**src/rtl/ps2_pkg.sv**
```systemverilog
// ps2_pkg: shared types and constants for the PS/2 host-side blocks.
//   ps2_tx_state_t  - transmitter FSM state encoding
//   PS2_FRAME_BITS  - bits on the wire per host->device frame (start..stop)
//   odd_parity()    - PS/2 parity bit for a data byte
//   PS2_CMD_*       - common keyboard command bytes
package ps2_pkg;

  typedef enum logic [2:0] {
    IDLE    = 3'd0,
    INHIBIT = 3'd1,
    REQ     = 3'd2,
    SEND    = 3'd3,
    ACK     = 3'd4,
    RELEASE = 3'd5,
    DONE    = 3'd6
  } ps2_tx_state_t;

  localparam int unsigned PS2_FRAME_BITS = 11;

  localparam logic [7:0] PS2_CMD_SET_LED = 8'hED;
  localparam logic [7:0] PS2_CMD_RESET   = 8'hFF;

  // Parity bit making the total count of ones in data+parity odd.
  function automatic logic odd_parity(input logic [7:0] data);
    return ~^data;
  endfunction

endpackage

```
**src/rtl/ps2_host_tx_if.sv**
```systemverilog
// ps2_host_tx_if: command handshake, status and pin signals of ps2_host_tx.
//   tx_valid/tx_data/tx_ready - command byte handshake
//   busy/done/ack_ok/error    - transfer status
//   ps2_clk_i/ps2_data_i      - raw pin levels (asynchronous)
//   ps2_clk_oe/ps2_data_oe    - 1 = pull the open-collector line low
// master: command source plus pin pads; slave: the transmitter.
interface ps2_host_tx_if;
  logic       tx_valid;
  logic [7:0] tx_data;
  logic       tx_ready;
  logic       busy;
  logic       done;
  logic       ack_ok;
  logic       error;
  logic       ps2_clk_i;
  logic       ps2_data_i;
  logic       ps2_clk_oe;
  logic       ps2_data_oe;

  modport master (
    output tx_valid, tx_data, ps2_clk_i, ps2_data_i,
    input  tx_ready, busy, done, ack_ok, error, ps2_clk_oe, ps2_data_oe
  );

  modport slave (
    input  tx_valid, tx_data, ps2_clk_i, ps2_data_i,
    output tx_ready, busy, done, ack_ok, error, ps2_clk_oe, ps2_data_oe
  );
endinterface

```
**src/rtl/ps2_sync_edge.sv**
```systemverilog
// ps2_sync_edge: brings the asynchronous PS/2 pin levels into the clk domain.
//   clk, resetn - system clock, async active-low reset
//   ps2_clk_i   - raw ps2_clk pin level
//   ps2_data_i  - raw ps2_data pin level
//   clk_s       - 2-FF synchronized ps2_clk
//   data_s      - 2-FF synchronized ps2_data
//   clk_fall    - one-cycle strobe on a falling edge of clk_s
module ps2_sync_edge (
  input  logic clk,
  input  logic resetn,
  input  logic ps2_clk_i,
  input  logic ps2_data_i,
  output logic clk_s,
  output logic data_s,
  output logic clk_fall
);

  // [1:0] are the synchronizer stages, [2] is the previous synchronized value.
  logic [2:0] clk_sh_q, clk_sh_d;
  logic [1:0] data_sh_q, data_sh_d;

  always_comb begin
    clk_sh_d  = {clk_sh_q[1:0], ps2_clk_i};
    data_sh_d = {data_sh_q[0], ps2_data_i};
  end

  // Idle bus level is high, so reset the stages high to avoid a false edge.
  always_ff @(posedge clk or negedge resetn) begin
    if (!resetn) begin
      clk_sh_q  <= '1;
      data_sh_q <= '1;
    end else begin
      clk_sh_q  <= clk_sh_d;
      data_sh_q <= data_sh_d;
    end
  end

  assign clk_s    = clk_sh_q[1];
  assign data_s   = data_sh_q[1];
  assign clk_fall = clk_sh_q[2] & ~clk_sh_q[1];

endmodule

```
**src/rtl/ps2_host_tx.sv**
```systemverilog
// ps2_host_tx: PS/2 host-to-device command transmitter.
//   clk, resetn - system clock, async active-low reset
//   bus (slave) - tx_valid/tx_data/tx_ready handshake, busy/done/ack_ok/error
//                 status, ps2 pin levels in and pull-low enables out
// Sequence: inhibit clock, request-to-send, shift {stop,parity,data} out on
// device clock falling edges, sample the ACK slot, wait for bus release.
module ps2_host_tx
  import ps2_pkg::*;
#(
  parameter int unsigned INHIBIT_CYCLES = 5000,
  parameter int unsigned TIMEOUT_CYCLES = 1000000
) (
  input logic           clk,
  input logic           resetn,
  ps2_host_tx_if.slave  bus
);

  localparam int unsigned CNT_MAX = (INHIBIT_CYCLES > TIMEOUT_CYCLES) ? INHIBIT_CYCLES
                                                                      : TIMEOUT_CYCLES;
  localparam int unsigned CW = $clog2(CNT_MAX + 1);
  localparam logic [CW-1:0] INH_LAST = CW'(INHIBIT_CYCLES - 1);
  localparam logic [CW-1:0] TO_LAST  = CW'(TIMEOUT_CYCLES - 1);
  localparam logic [CW-1:0] CNT_ONE  = CW'(1);
  localparam int unsigned SR_BITS = PS2_FRAME_BITS - 1;   // start bit is not stored
  localparam logic [3:0]  IDX_LAST = 4'(SR_BITS - 1);

  logic clk_s, data_s, clk_fall;

  ps2_sync_edge u_sync (
    .clk        (clk),
    .resetn     (resetn),
    .ps2_clk_i  (bus.ps2_clk_i),
    .ps2_data_i (bus.ps2_data_i),
    .clk_s      (clk_s),
    .data_s     (data_s),
    .clk_fall   (clk_fall)
  );

  ps2_tx_state_t        state_q, state_d;
  logic [CW-1:0]        cnt_q, cnt_d;
  logic [3:0]           idx_q, idx_d;
  logic [SR_BITS-1:0]   frame_q, frame_d;
  logic                 clk_oe_q, clk_oe_d;
  logic                 data_oe_q, data_oe_d;
  logic                 ready_q, ready_d;
  logic                 busy_q, busy_d;
  logic                 done_q, done_d;
  logic                 ack_ok_q, ack_ok_d;
  logic                 error_q, error_d;
  logic                 timeout;

  assign timeout = (cnt_q == TO_LAST);

  always_comb begin
    state_d   = state_q;
    cnt_d     = cnt_q;
    idx_d     = idx_q;
    frame_d   = frame_q;
    clk_oe_d  = clk_oe_q;
    data_oe_d = data_oe_q;
    ready_d   = ready_q;
    busy_d    = busy_q;
    done_d    = 1'b0;
    ack_ok_d  = ack_ok_q;
    error_d   = error_q;

    unique case (state_q)
      IDLE: begin
        cnt_d = '0;
        if (bus.tx_valid && ready_q) begin
          frame_d  = {1'b1, odd_parity(bus.tx_data), bus.tx_data};
          idx_d    = '0;
          clk_oe_d = 1'b1;
          ready_d  = 1'b0;
          busy_d   = 1'b1;
          ack_ok_d = 1'b0;
          error_d  = 1'b0;
          state_d  = INHIBIT;
        end
      end

      INHIBIT: begin
        if (cnt_q == INH_LAST) begin
          data_oe_d = 1'b1;                 // start bit, clock still held low
          cnt_d     = '0;
          state_d   = REQ;
        end else begin
          cnt_d = cnt_q + CNT_ONE;
        end
      end

      REQ: begin
        clk_oe_d = 1'b0;                    // hand the clock to the device
        cnt_d    = '0;
        state_d  = SEND;
      end

      SEND: begin
        if (clk_fall) begin
          data_oe_d = ~frame_q[idx_q];
          idx_d     = idx_q + 4'd1;
          cnt_d     = '0;
          if (idx_q == IDX_LAST) state_d = ACK;
        end else if (timeout) begin
          state_d = DONE;
        end else begin
          cnt_d = cnt_q + CNT_ONE;
        end
      end

      ACK: begin
        if (clk_fall) begin
          ack_ok_d = ~data_s;
          cnt_d    = '0;
          state_d  = RELEASE;
        end else if (timeout) begin
          state_d = DONE;
        end else begin
          cnt_d = cnt_q + CNT_ONE;
        end
      end

      RELEASE: begin
        if (clk_s && data_s) begin
          cnt_d   = '0;
          done_d  = 1'b1;
          state_d = DONE;
        end else if (timeout) begin
          state_d = DONE;
        end else begin
          cnt_d = cnt_q + CNT_ONE;
        end
      end

      DONE: begin
        cnt_d   = '0;
        ready_d = 1'b1;
        busy_d  = 1'b0;
        state_d = IDLE;
      end

      default: state_d = IDLE;
    endcase

    // Timeout abort: any waiting state that jumped to DONE without a normal exit.
    if (timeout && !clk_fall && (state_q == SEND || state_q == ACK ||
        (state_q == RELEASE && !(clk_s && data_s)))) begin
      clk_oe_d  = 1'b0;
      data_oe_d = 1'b0;
      ack_ok_d  = 1'b0;
      error_d   = 1'b1;
      done_d    = 1'b1;
      cnt_d     = '0;
    end
  end

  always_ff @(posedge clk or negedge resetn) begin
    if (!resetn) begin
      state_q   <= IDLE;
      cnt_q     <= '0;
      idx_q     <= '0;
      frame_q   <= '0;
      clk_oe_q  <= 1'b0;
      data_oe_q <= 1'b0;
      ready_q   <= 1'b1;
      busy_q    <= 1'b0;
      done_q    <= 1'b0;
      ack_ok_q  <= 1'b0;
      error_q   <= 1'b0;
    end else begin
      state_q   <= state_d;
      cnt_q     <= cnt_d;
      idx_q     <= idx_d;
      frame_q   <= frame_d;
      clk_oe_q  <= clk_oe_d;
      data_oe_q <= data_oe_d;
      ready_q   <= ready_d;
      busy_q    <= busy_d;
      done_q    <= done_d;
      ack_ok_q  <= ack_ok_d;
      error_q   <= error_d;
    end
  end

  assign bus.tx_ready    = ready_q;
  assign bus.busy        = busy_q;
  assign bus.done        = done_q;
  assign bus.ack_ok      = ack_ok_q;
  assign bus.error       = error_q;
  assign bus.ps2_clk_oe  = clk_oe_q;
  assign bus.ps2_data_oe = data_oe_q;

endmodule

```
**src/flat_wrapper.sv**
```systemverilog
// flat-port wrapper written by rule: the top's interface ports become plain ports
module ps2_host_tx_flat import ps2_pkg::*;
#(
  parameter int unsigned INHIBIT_CYCLES = 5000,
  parameter int unsigned TIMEOUT_CYCLES = 1000000
)
  (clk, resetn, bus_tx_valid, bus_tx_data, bus_ps2_clk_i, bus_ps2_data_i, bus_tx_ready, bus_busy, bus_done, bus_ack_ok, bus_error, bus_ps2_clk_oe, bus_ps2_data_oe);
  ps2_host_tx_if bus_i ();
  input logic clk;
  input logic resetn;
  input wire logic [$bits(bus_i.tx_valid)-1:0] bus_tx_valid;
  input wire logic [$bits(bus_i.tx_data)-1:0] bus_tx_data;
  input wire logic [$bits(bus_i.ps2_clk_i)-1:0] bus_ps2_clk_i;
  input wire logic [$bits(bus_i.ps2_data_i)-1:0] bus_ps2_data_i;
  output wire logic [$bits(bus_i.tx_ready)-1:0] bus_tx_ready;
  output wire logic [$bits(bus_i.busy)-1:0] bus_busy;
  output wire logic [$bits(bus_i.done)-1:0] bus_done;
  output wire logic [$bits(bus_i.ack_ok)-1:0] bus_ack_ok;
  output wire logic [$bits(bus_i.error)-1:0] bus_error;
  output wire logic [$bits(bus_i.ps2_clk_oe)-1:0] bus_ps2_clk_oe;
  output wire logic [$bits(bus_i.ps2_data_oe)-1:0] bus_ps2_data_oe;
  assign bus_i.tx_valid = bus_tx_valid;
  assign bus_i.tx_data = bus_tx_data;
  assign bus_i.ps2_clk_i = bus_ps2_clk_i;
  assign bus_i.ps2_data_i = bus_ps2_data_i;
  assign bus_tx_ready = bus_i.tx_ready;
  assign bus_busy = bus_i.busy;
  assign bus_done = bus_i.done;
  assign bus_ack_ok = bus_i.ack_ok;
  assign bus_error = bus_i.error;
  assign bus_ps2_clk_oe = bus_i.ps2_clk_oe;
  assign bus_ps2_data_oe = bus_i.ps2_data_oe;
  ps2_host_tx #(.INHIBIT_CYCLES(INHIBIT_CYCLES), .TIMEOUT_CYCLES(TIMEOUT_CYCLES)) u_core (.clk(clk), .resetn(resetn), .bus(bus_i));
endmodule
```
**config.mk**
```make
export PLATFORM = sky130hd
export DESIGN_NAME = ps2_host_tx_flat
export DESIGN_NICKNAME = d
export VERILOG_FILES = /design/src/rtl/ps2_pkg.sv /design/src/rtl/ps2_host_tx_if.sv /design/src/rtl/ps2_sync_edge.sv /design/src/rtl/ps2_host_tx.sv /design/src/flat_wrapper.sv
export SDC_FILE = /design/constraint.sdc
export NUM_CORES = 1
export LEC_CHECK = 0
export BUFFER_PORTS_ARGS = -buffer_cell sky130_fd_sc_hd__buf_2
export CAP_MARGIN = 20
export CORE_AREA = 2 2 67 82
export DETAILED_ROUTE_END_ITERATION = 12
export DIE_AREA = 0 0 69 84
export PLACE_DENSITY = 0.85
export SKIP_CTS_REPAIR_TIMING = 1
export SYNTH_ARGS = -nofsm -noshare
export SYNTH_HDL_FRONTEND = slang
export SYNTH_HIERARCHICAL = 1
export SYNTH_SLANG_ARGS = --single-unit
```
**constraint.sdc**
```tcl
create_clock -name clk -period 2.55 [get_ports clk]
set_input_delay 0 -clock clk [delete_from_list [all_inputs] [get_ports clk]]
set_output_delay 0 -clock clk [all_outputs]
set_load 0.05 [all_outputs]
```
* Yosys cells after proc, flatten, opt, wreduce, memory -nomap -nowiden *
Cells that the tools add are included.

word-level totals
  register bits = 49
  input port bits = 13
  output and inout port bits = 7
  word-level logic and storage cells = 103

cells by class
  add/sub/neg operators = 2
  $lt $le $gt $ge = 1
  equality and inequality tests = 17
  mux-type cells = 37
  bitwise logic cells = 4
  reductions and logical operators = 29

operators by type and width
  kind                                                        number
  2-to-1 mux 20 bit                                           5
  one-hot mux 20 bit (4 select lines)                         1
  2-to-1 mux 3 bit                                            7
  adder 20 x 1 -> 20 bit, second input constant               1
  equality test 20 x 13 -> 1 bit, second input constant       1
  equality test 20 bit, second input constant                 1
  one-hot mux 3 bit (6 select lines)                          1
  2-to-1 mux 1 bit                                            14
  AND reduction 3 bit                                         4
  one-hot mux 1 bit (2 select lines)                          5
  equality test 3 bit, second input constant                  3
  nonzero test 3 bit                                          3
  2-to-1 mux 4 bit                                            2
  one-hot mux 4 bit (2 select lines)                          1
  AND reduction 2 bit                                         4
  nonzero test 2 bit                                          4
  XNOR reduction 8 bit                                        1
  equality test 3 x 2 -> 1 bit, second input constant         2
  inequality test 2 x 1 -> 1 bit, second input constant       3
  inequality test 3 x 1 -> 1 bit, second input constant       2
  inequality test 3 x 2 -> 1 bit, second input constant       2
  logical AND 1 bit                                           5
  less-than comparator 4 x 5 -> 1 bit, second input constant  1
  nonzero test 5 bit                                          1
  other kinds (12)                                            16

* Longest topological paths before layout *
Gate-level depths: netlist of the first run.

  word-level depth = 7
  gate-level depth with buffers = 7
  gate-level depth less buffers = 6

* Modules after synthesis *
Netlist of the first run, hierarchy kept.

by module, submodules not included
  module         times used  cells each  area each (um2)  sequential area each (um2)
  ps2_host_tx    1           302         2653.8           1102.3
  ps2_sync_edge  1           6           145.1            131.4

* Worst setup path after synthesis of the first run *
OpenSTA, ideal clock, no wires.

  path type = register -> register
  from = reg u_core.cnt_q[10]
  to = reg u_core.cnt_q[6]
  library setup time = 0.130 ns
  arrival time = 2.131 ns
  required time = 2.420 ns
  path slack = 0.289 ns
  cell stages (with the launch flop) = 7
  buffers on the path = 1
  clock period less this slack = 2.261 ns
  cells stage by stage = dfrtp_1 > or4_4 > or4_4 > o211a_1 > a21oi_4 > buf_6 > a21oi_1

on the way
  cells in the longest elaborated chain, start to end = 5
  elaborated cells on any way between the ends = 11
  classes of those cells = eq/ne: 2; mux: 6; reduce/logical: 3

RTL lines
  item                                  line                source
  start: declaration                    ps2_host_tx.sv:40   logic [CW-1:0] cnt_q, cnt_d;
  start signal: assignment              ps2_host_tx.sv:172  cnt_q <= cnt_d;
  equality test 20 bit                  ps2_host_tx.sv:52   assign timeout = (cnt_q == TO_LAST);
  2-to-1 mux 20 bit                     --
  2-to-1 mux 20 bit (on tied branches)  --
  one-hot mux 20 bit (4 select lines)   ps2_host_tx.sv:67   unique case (state_q)
  2-to-1 mux 20 bit                     ps2_host_tx.sv:146  if (timeout && !clk_fall && (state_q == SEND || state_q == ACK ||

Several ways; a longest one is shown, not always the timed one.
A chain may end at the register's enable or synchronous reset.

* Final worst setup path of the first run *
  from = reg u_core.cnt_q[7]
  to = reg u_core.cnt_q[2]

The elaborated chain is that of the path after synthesis.

==> results of run 1 <==
==> flip-flops by register name, indices dropped and copies added (netlist names) <==
name	flops
u_core/u_sync/data_sh_q	2
u_core/state_q	3
u_core/bus.ack_ok	1
u_core/bus.done	1
u_core/bus.ps2_data_oe	1
u_core/bus.ps2_clk_oe	1
u_core/frame_q	10
u_core/bus.tx_ready	1
u_core/u_sync/clk_sh_q	3
u_core/bus.busy	1
u_core/cnt_q	20
u_core/bus.error	1
u_core/idx_q	4
==> power groups by stage <==
stage / clock (mW) / sequential, mW / combinational, mW
after global placement: 0 / 0.802 / 0.0516
after CTS: 0.512 / 0.787 / 0.0545
after detailed placement: 0 / 0.802 / 0.0545
final: 0.500 / 0.787 / 0.0713
after global routing: 0.548 / 0.787 / 0.0784
after floorplan: 0 / 0.801 / 0.0232
==> cells in the mapped netlist (2+ instances only) <==
library cell,count
nor2_1,22
and3_1,11
nor3_1,11
nand3_1,14
mux4_2,2
nand2b_1,5
a211oi_1,3
buf_2,2
or4_4,2
and4_1,4
a32o_1,2
or3_1,3
nand2_1,41
clkbuf_1,10
nor4_1,3
dfstp_2,6
inv_1,10
a21o_1,2
xor2_1,6
mux2i_1,2
nand4_1,17
nor4b_1,2
xnor2_1,11
a21oi_1,16
or2_2,2
ha_1,3
dfrtp_1,43
a31oi_1,3
or4_1,4
o31ai_1,6
and2_1,4
nor2b_1,5
o21ai_0,15
==> per-layer routing <==
| layer | vias up | share of wire |
|---|---|---|
| met1 | 1223 | 0.42 |
| met2 | 70 | 0.52 |
| met5 | - | 0 |
| met4 | 0 | 0.019 |
| li1 | 1190 | - |
| met3 | 13 | 0.037 |
==> cell families after synthesis <==
kind of cell    after synthesis
mux                           5
buf+inv                      23
fa+ha+maj                     3
xor+xnor                     17
simple gates                156
compound gates               55
flops                        49
==> placed cells by master (no fill, tap or decap), types with 7 or more instances in the layout <==
cell type and instances:
xnor2_1 11, o21ai_0 15, clkbuf_8 7, buf_2 19
and3_1 11, nor3_1 11, nor2_1 22, nand2_1 41
nand3_1 14, buf_4 10, nand4_1 17, a21oi_1 16
inv_1 10, dfrtp_1 43, dlygate4sd3_1 11
==> stage by stage <==
stage	cell area, µm²	utilization
after floorplan	2800	-
after global placement	3010	0.592
after detailed placement	3010	0.592
after CTS	3110	0.612
after global routing	3240	0.638
final	3240	0.638
==> worst paths after layout <==
| kind | start | endpoint | slack [ns] | cells after the start |
|---|---|---|---|---|
| setup / recovery | u_core/cnt_q[7] | u_core/cnt_q[2] | 0.16 | 5 |
| hold / removal | bus_tx_valid | u_core/bus.tx_ready | 0.02 | 4 |
| setup reg to reg | u_core/cnt_q[7] | u_core/cnt_q[2] | 0.16 | 5 |
| hold reg to reg | u_core/u_sync/clk_sh_q[0] | u_core/u_sync/clk_sh_q[1] | 0.36 | 0 |
| max in group asynchronous | resetn | u_core/frame_q[0] | 1.94 | 3 |
| min in group asynchronous | resetn | u_core/cnt_q[5] | 0.12 | 2 |
==> layout make-up <==
class                           instances  area, µm²  area share
Clock buffer                            7       96.3      0.0297
Clock inverter                          1       5.00     0.00154
Inverter                               10       37.5      0.0116
Multi-Input combinational cell        236       1470       0.453
Sequential cell                        49       1230       0.381
Tap cell                               62       77.6      0.0239
Timing Repair Buffer                   42        320      0.0989
==> tightest hold or removal path: stages <==
cell and delay, ns:
buf_2 0.10, nand2_1 0.05, a21oi_1 0.13, nor2_1 0.05
==> flow_summary.ini, run 1 <==
[sta]
whs_ns = 0.0162
rsz0062_at_grt = false
tns_ns = 0
maxSlewViolCount = 0
max_freq_ghz = 0.418
setup_violations = 0
skew_ns = 0.00329
finalHoldViolations = 0
fin_ws_ns = 0.158
tightestPinTransition_ns = 0.570
max_slew_margin = 0.620
period_needed_ns = 2.39
min_period_over_period = 0.938

[global_route]
met2_usage = 0.392
grt-busiest-layer = met2
overflow = 0
grt_pass1_vias = 2402
grt_pass1_wl_um = 11100
grt_use_met3 = 0.0374
antenna_found_initial = 0
grt_max_degree = 50
gr-usage-all-layers = 0.234
grt.met1_usage = 0.305

[placement]
dp_hpwl_um = 4420
io_buffers = 19
gp_congestion = 0.866
dp_slack_ns = 0.213
dp.cells = 387

[setup_path]
critical-path-top-delay-family = simple AND/OR/NAND/NOR gates
worstPathMaxFanout = 12
crit_required_ns = 2.78
critPathKind = reg2reg
cp.buffers_inverters = 0
slowest_delay_ns = 0.69
crit_chain = or4b_2 > nor4_1 > and3_1 > o21ai_0 > a21oi_1
start_kind = flip-flop
slowest_stage = or4b_2
end_kind = flip-flop
arrival_ns = 2.62

[logic_synthesis]
synth_top_family_by_area = simple AND/OR/NAND/NOR gates
ys_top_cells_by_area = dfrtp_1, dfstp_2, nand2_1
ys_types = 49
syn_nets = 324
ys_seq_area_frac = 0.441
synth_warnings = 6
avgSynthCellArea_um2 = 9.09
synth_compound_area_frac = 0.128
synth_seq_cells = 49
syn_area_um2 = 2800
netlist_instances = 308
synthXorXnorAreaFrac = 0.0532
synth-simple-area-share = 0.303
synth_edf_count = 0
synth_top_area_frac = 0.384
synth_top_cell_by_area = dfrtp_1
ys.flop_type = dfrtp_1
async_reset_ff_frac = 1.00
synthMuxAreaShare = 0.0273
synth_fa_ha_area_frac = 0.0134

[floorplan]
core-area_um2 = 5080
die_h_um = 84
die_area_um2 = 5800
row_count = 29
ios = 20
die_w_um = 69
initial_utilization = 0.551

[detailed_routing]
avgViaCountPerCell = 6.13
ant_nets = 0
drc = 0
firstDrtPassIters = 4
drt-total-wl_um = 6490
via_count = 2496
wire_per_inst_um = 15.9
drtIter0Drc = 231

[cells_and_area]
area_growth_pct = 15.7
diodes = 0
layout-drive-gt1-share = 0.168
stdcell_count = 407
nNetsFinal = 360
fillers = 416

[clock_tree]
clk_pin_slew_worst_paths_ns = 0.09
cts-root-buf = clkbuf_8
clk-insertion-delay-late_ns = 0.30
cts_buffers = 5
htreeDepth = 2
cts_sinks = 49
cts_tree = built
clock_path_buffers = 2

[pwr]
swShare = 0.216
p_total_mw = 1.36
leakage_nw = 1.47
p_switching_mw = 0.293
pwr-share-clk = 0.368
p_comb_frac = 0.052
p_int_mw = 1.06
vdd_ir_drop_max_uv = 351
pwr_density_cell_nw_per_um2 = 419
seqPwrFrac = 0.579

[status]
run_status = finished clean

[hold_path]
hold_class = in2reg

[job]
drv_cap = 0
No activity file was read; power rests on OpenSTA's default activity.
==> run 2: changes to the inputs <==
--- a/config.mk
+++ b/config.mk
@@ -8,8 +8,9 @@
 export BUFFER_PORTS_ARGS = -buffer_cell sky130_fd_sc_hd__buf_2
 export CAP_MARGIN = 20
-export CORE_AREA = 2 2 67 82
+export CORE_AREA = 2 2 69 84
 export DETAILED_ROUTE_END_ITERATION = 12
-export DIE_AREA = 0 0 69 84
-export PLACE_DENSITY = 0.85
+export DIE_AREA = 0 0 71 86
+export GPL_ROUTABILITY_DRIVEN = 0
+export PLACE_DENSITY = 0.84
 export SKIP_CTS_REPAIR_TIMING = 1
 export SYNTH_ARGS = -nofsm -noshare
==> constraint.sdc (replaced) <==
create_clock -name clk -period 2.2 [get_ports clk]
set_input_delay 0 -clock clk [delete_from_list [all_inputs] [get_ports clk]]
set_output_delay 0 -clock clk [all_outputs]
set_load 0.02 [all_outputs]
==> run 2 against run 1 <==
The run now ends with negative setup slack left. Sequential share of layout area is 1.3 points lower. Largest power group unchanged. Critical endpoint is now u_core/cnt_q[18]. Clock-buffer cell count is 1 higher. Largest cell class unchanged. Combinational power is 12% higher.
==> flow_summary.ini, run 2 (synthesis gave the netlist of run 1 again) <==
[global_route]
antenna_found_initial = 0
overflow = 0
grt_pass1_wl_um = 11000
grt_pass1_vias = 2382
gr-usage-all-layers = 0.225
grt_max_degree = 32

[cells_and_area]
layout_commonest_cell = dfrtp_1
regMostFlops = u_core/cnt_q
reg.largest.list = u_core/cnt_q x20, u_core/frame_q x10, u_core/idx_q x4
area_growth_pct = 20.0
largest_reg_flops = 20
layout-drive-gt1-share = 0.203
diodes = 0
most-common-layout-cells = dfrtp_1, nand2_1, buf_4
nNetsFinal = 374

[floorplan]
initial_utilization = 0.532
row_count = 29
die_h_um = 86
die_w_um = 71
ios = 20
die_area_um2 = 6110
core-area_um2 = 5260

[setup_path]
worstPathMaxFanout = 5
crit_chain = or4_4 > or4_4 > o211ai_4 > buf_4 > nor3_1 > o22a_1
start_kind = flip-flop
reg2reg_from = u_core/cnt_q[13]
slowest_stage = or4_4
end_kind = flip-flop
slowest_delay_ns = 0.58
arrival_ns = 2.48
worstRegToRegCells = 6
r2r_slack_ns = -0.09
critPathKind = reg2reg
crit_required_ns = 2.39
r2r_end = u_core/cnt_q[18]
cpMostUsedCell = or4_4

[job]
drv_cap = 0

[clock_tree]
clock_path_buffers = 2
clk_pin_slew_worst_paths_ns = 0.09
cts_buffers = 5
cts-root-buf = clkbuf_8
cts_tree = built
cts_sinks = 49
htreeDepth = 2
clk-insertion-delay-late_ns = 0.30

[pwr]
leakage_nw = 1.54
vdd_ir_drop_max_uv = 382
p_total_mw = 1.54
pwr_density_cell_nw_per_um2 = 459

[sta]
maxSlewViolCount = 0
max_slew_margin = 0.606
min_period_over_period = 1.04
finalHoldViolations = 0
skew_ns = 0.00467
period_needed_ns = 2.29
tightestPinTransition_ns = 0.584
setup_violations = 19
max_freq_ghz = 0.437
rsz0062_at_grt = true
fin_ws_ns = -0.0892

[detailed_routing]
via_count = 2557
avgViaCountPerCell = 6.07
firstDrtPassIters = 4
wire_per_inst_um = 16.5
drt-total-wl_um = 6930
ant_nets = 0
drtIter0Drc = 187
drc = 0

[placement]
dp_slack_ns = -0.0282
io_buffers = 19
dp_hpwl_um = 4830

[status]
run_status = finished, violations left
failed_checks = negative setup slack

[hold_path]
min_path_cells = 4
hold_class = in2reg
hold_start = bus_tx_valid
min_to = u_core/bus.tx_ready
[run 2: critical path, delay by kind of cell (launching register included)]
kind | cells | cell delay, ns
compound gates | 2 | 0.48
buf+inv | 1 | 0.16
flops | 1 | 0.38
simple gates | 3 | 1.16
[run 2: how the worst max path moves through the flow]
| stage | slack, ns | endpoint | start |
|---|---|---|---|
| floorplan | -0.03 | u_core/cnt_q[6] | u_core/cnt_q[11] |
| global placement | 0.006 | u_core/cnt_q[8] | u_core/cnt_q[13] |
| detailed placement | -0.03 | u_core/cnt_q[8] | u_core/cnt_q[13] |
| CTS | -0.1 | u_core/cnt_q[2] | u_core/cnt_q[13] |
| global route | -0.14 | u_core/cnt_q[18] | u_core/cnt_q[13] |
| finish | -0.09 | u_core/cnt_q[18] | u_core/cnt_q[13] |
[run 2: cell type report]
| type | instances | area (µm²) |
|---|---|---|
| clock buffers | 8 | 90.1 |
| well taps | 62 | 77.6 |
| fillers | 407 | 1900 |
| inverters | 10 | 37.5 |
| repair buffers | 56 | 425 |
| multi-input cells | 236 | 1490 |
| flip-flops and latches | 49 | 1230 |
[run 2: report_power, final]
part           total [mW]  switching [mW]  internal (mW)
logic              0.0795          0.0409         0.0386
registers           0.912         0.00335          0.908
clock network       0.550           0.293          0.257
[run 2: through the flow]
stage | hold WS [ns] | util | cell area (µm²) | setup TNS (ns) | instances
after detailed placement | -0.0301 | 0.594 | 3130 | -0.149 | 401
after global placement | -0.0452 | 0.594 | 3130 | 0 | 401
after global routing | 0.0649 | 0.638 | 3360 | -1.97 | 421
after floorplan | -0.296 | - | 2800 | -0.291 | 308
after CTS | -0.361 | 0.611 | 3220 | -0.689 | 409
final | 0.0574 | 0.638 | 3360 | -0.874 | 421
[run 2: per-layer routing]
metal	global-route usage	up-vias	wire [µm]
li1	-	1210	-
met1	0.273	1241	2840
met2	0.409	97	3700
met3	0.0423	9	310
met4	0.0549	0	83
met5	0	-	0
==> run 3: changes to the inputs <==
ABC_CLOCK_PERIOD_IN_PS = 2200   (was unset)
CORE_AREA = 2 2 75 77   (was 2 2 69 84)
DIE_AREA = 0 0 77 79   (was 0 0 71 86)
PLACE_DENSITY = 0.85   (was 0.84)
==> run 3 against run 2 <==
The flow still finishes with violations (negative setup slack). Power up 13%. Register-to-register slack better by 0.05 ns. Sequential share of layout area down 0.65 points. Critical path depth unchanged. First-iteration DRC count up 61%. Clock-buffer cell count down 3. Clock skew up 0.0029 ns. Final area up 1.8%. Wire length down 2.0%. Die area down 0.38%. Sequential power about the same. Critical path type unchanged.
==> flow_summary.ini, run 3 (synthesis gave the netlist of run 1 again) <==
[status]
run_status = finished, violations left
failed_checks = negative setup slack

[detailed_routing]
avgViaCountPerCell = 5.90
drt-met1-wl_um = 2950
wire_per_inst_um = 15.7
wl_met3_um = 307
firstDrtPassIters = 5
drtIter0Drc = 302
top_layer = met4
ant_nets = 0
drc = 0
via_count = 2553
drt-total-wl_um = 6790
wl_met2_um = 3390

[placement]
io_buffers = 19
dp_hpwl_um = 4610
dp.cells = 413

[global_route]
grt_pass1_wl_um = 11300
grt_max_degree = 29
gr-usage-all-layers = 0.229
overflow = 0
antenna_found_initial = 0
grt_pass1_vias = 2500

[cells_and_area]
stdcell_count = 433
largest_reg_flops = 20
fillers = 416
area_growth_pct = 22.1
diodes = 0
fin_util = 0.640
layout_commonest_cell = dfrtp_1
nNetsFinal = 376
register_area_um2 = 1230
regMostFlops = u_core/cnt_q
layout-drive-gt1-share = 0.216
reg.largest.list = u_core/cnt_q x20, u_core/frame_q x10, u_core/idx_q x4
multi_input_area_um2 = 1490
most-common-layout-cells = dfrtp_1, nand2_1, buf_4

[floorplan]
row_count = 27
die_area_um2 = 6080
ios = 20
initial_utilization = 0.524
die_w_um = 77
die_h_um = 79
core-area_um2 = 5340

[hold_path]
min_to = u_core/bus.tx_ready
min_path_cells = 4
hold_class = in2reg
hold_start = bus_tx_valid

[setup_path]
cp.buffers_inverters = 1
crit_chain = or4_4 > or4_4 > o211a_1 > a21oi_4 > buf_12 > a21oi_1
critPathKind = reg2reg
arrival_ns = 2.42
cpMostUsedCell = or4_4
worstRegToRegCells = 6
worstPathMaxFanout = 15
end_kind = flip-flop
slowest_delay_ns = 0.59
start_kind = flip-flop
critical-path-top-delay-family = simple AND/OR/NAND/NOR gates
r2r_slack_ns = -0.04
reg2reg_from = u_core/cnt_q[13]
slowest_stage = or4_4
r2r_end = u_core/cnt_q[5]
crit_required_ns = 2.38

[pwr]
leakage_nw = 1.57
vdd_ir_drop_max_uv = 440
pwr_density_cell_nw_per_um2 = 510

[sta]
finalHoldViolations = 0
rsz0062_at_grt = true
period_needed_ns = 2.24
maxSlewViolCount = 0
fin_ws_ns = -0.0421
max_freq_ghz = 0.446
setup_violations = 17
min_period_over_period = 1.02
max_slew_margin = 0.645
tightestPinTransition_ns = 0.527
skew_ns = 0.00754

[clock_tree]
clock_path_buffers = 2
clk-insertion-delay-late_ns = 0.30
cts-root-buf = clkbuf_8
cts_tree = built
cts_buffers = 5
clk_pin_slew_worst_paths_ns = 0.09
cts_sinks = 49
htreeDepth = 2

[job]
drv_cap = 0
run 3: cell types whose count changed in the layout (fill, tap and decap cells not counted), sizes merged:
cell,change
buf,+2
clkinv,+1
clkbuf,-3
bufinv,+2
run 3: layout make-up:
class | count | area share
clock buffer | 5 | 0.0201
clock inverter | 3 | 0.0190
inverter | 10 | 0.0110
multi-input combinational | 236 | 0.436
sequential | 49 | 0.361
tap | 72 | 0.0264
timing repair buffer | 58 | 0.126
run 3: how the worst max path moves through the flow:
stage	from	to	slack, ns	cells after the start
floorplan	u_core/cnt_q[11]	u_core/cnt_q[6]	-0.03	6
global placement	u_core/cnt_q[13]	u_core/cnt_q[19]	0.008	6
detailed placement	u_core/cnt_q[13]	u_core/cnt_q[5]	-0.02	6
CTS	u_core/cnt_q[13]	u_core/cnt_q[8]	-0.05	5
global route	u_core/cnt_q[13]	u_core/cnt_q[4]	-0.10	6
finish	u_core/cnt_q[13]	u_core/cnt_q[5]	-0.04	6
run 3: worst register-to-register path: cells and delay by family, from the launching register on:
family / cells / cell delay [ns]
DFF: 1 / 0.38
AOI/OAI and AO/OA: 3 / 0.47
buffers and inverters: 1 / 0.16
and+or+nand+nor: 2 / 1.11
run 3: where the power goes:
group | switching, mW | internal, mW | total [mW]
Sequential | 0.00328 | 0.908 | 0.912
Combinational | 0.0404 | 0.0386 | 0.0790
Clock | 0.299 | 0.452 | 0.751
Total | 0.343 | 1.40 | 1.74
run 3: through the flow:
step | TNS (ns) | cell area [µm²] | setup slack [ns] | hold WS [ns] | power [mW]
detailed placement | -0.219 | 3140 | -0.0240 | -0.0156 | 0.993
floorplan | -0.291 | 2800 | -0.0334 | -0.296 | 0.956
finish | -0.526 | 3420 | -0.0421 | 0.0460 | 1.74
global route | -1.51 | 3420 | -0.101 | 0.0739 | 1.81
CTS | -0.511 | 3270 | -0.0501 | -0.345 | 1.74
global placement | 0 | 3140 | 0.00831 | -0.0238 | 0.991
run 3: routing by layer:
| metal | GRT usage | up-vias |
|---|---|---|
| li1 | - | 1218 |
| met1 | 0.295 | 1230 |
| met2 | 0.396 | 89 |
| met3 | 0.0375 | 16 |
| met4 | 0.0768 | 0 |
| met5 | 0 | - |
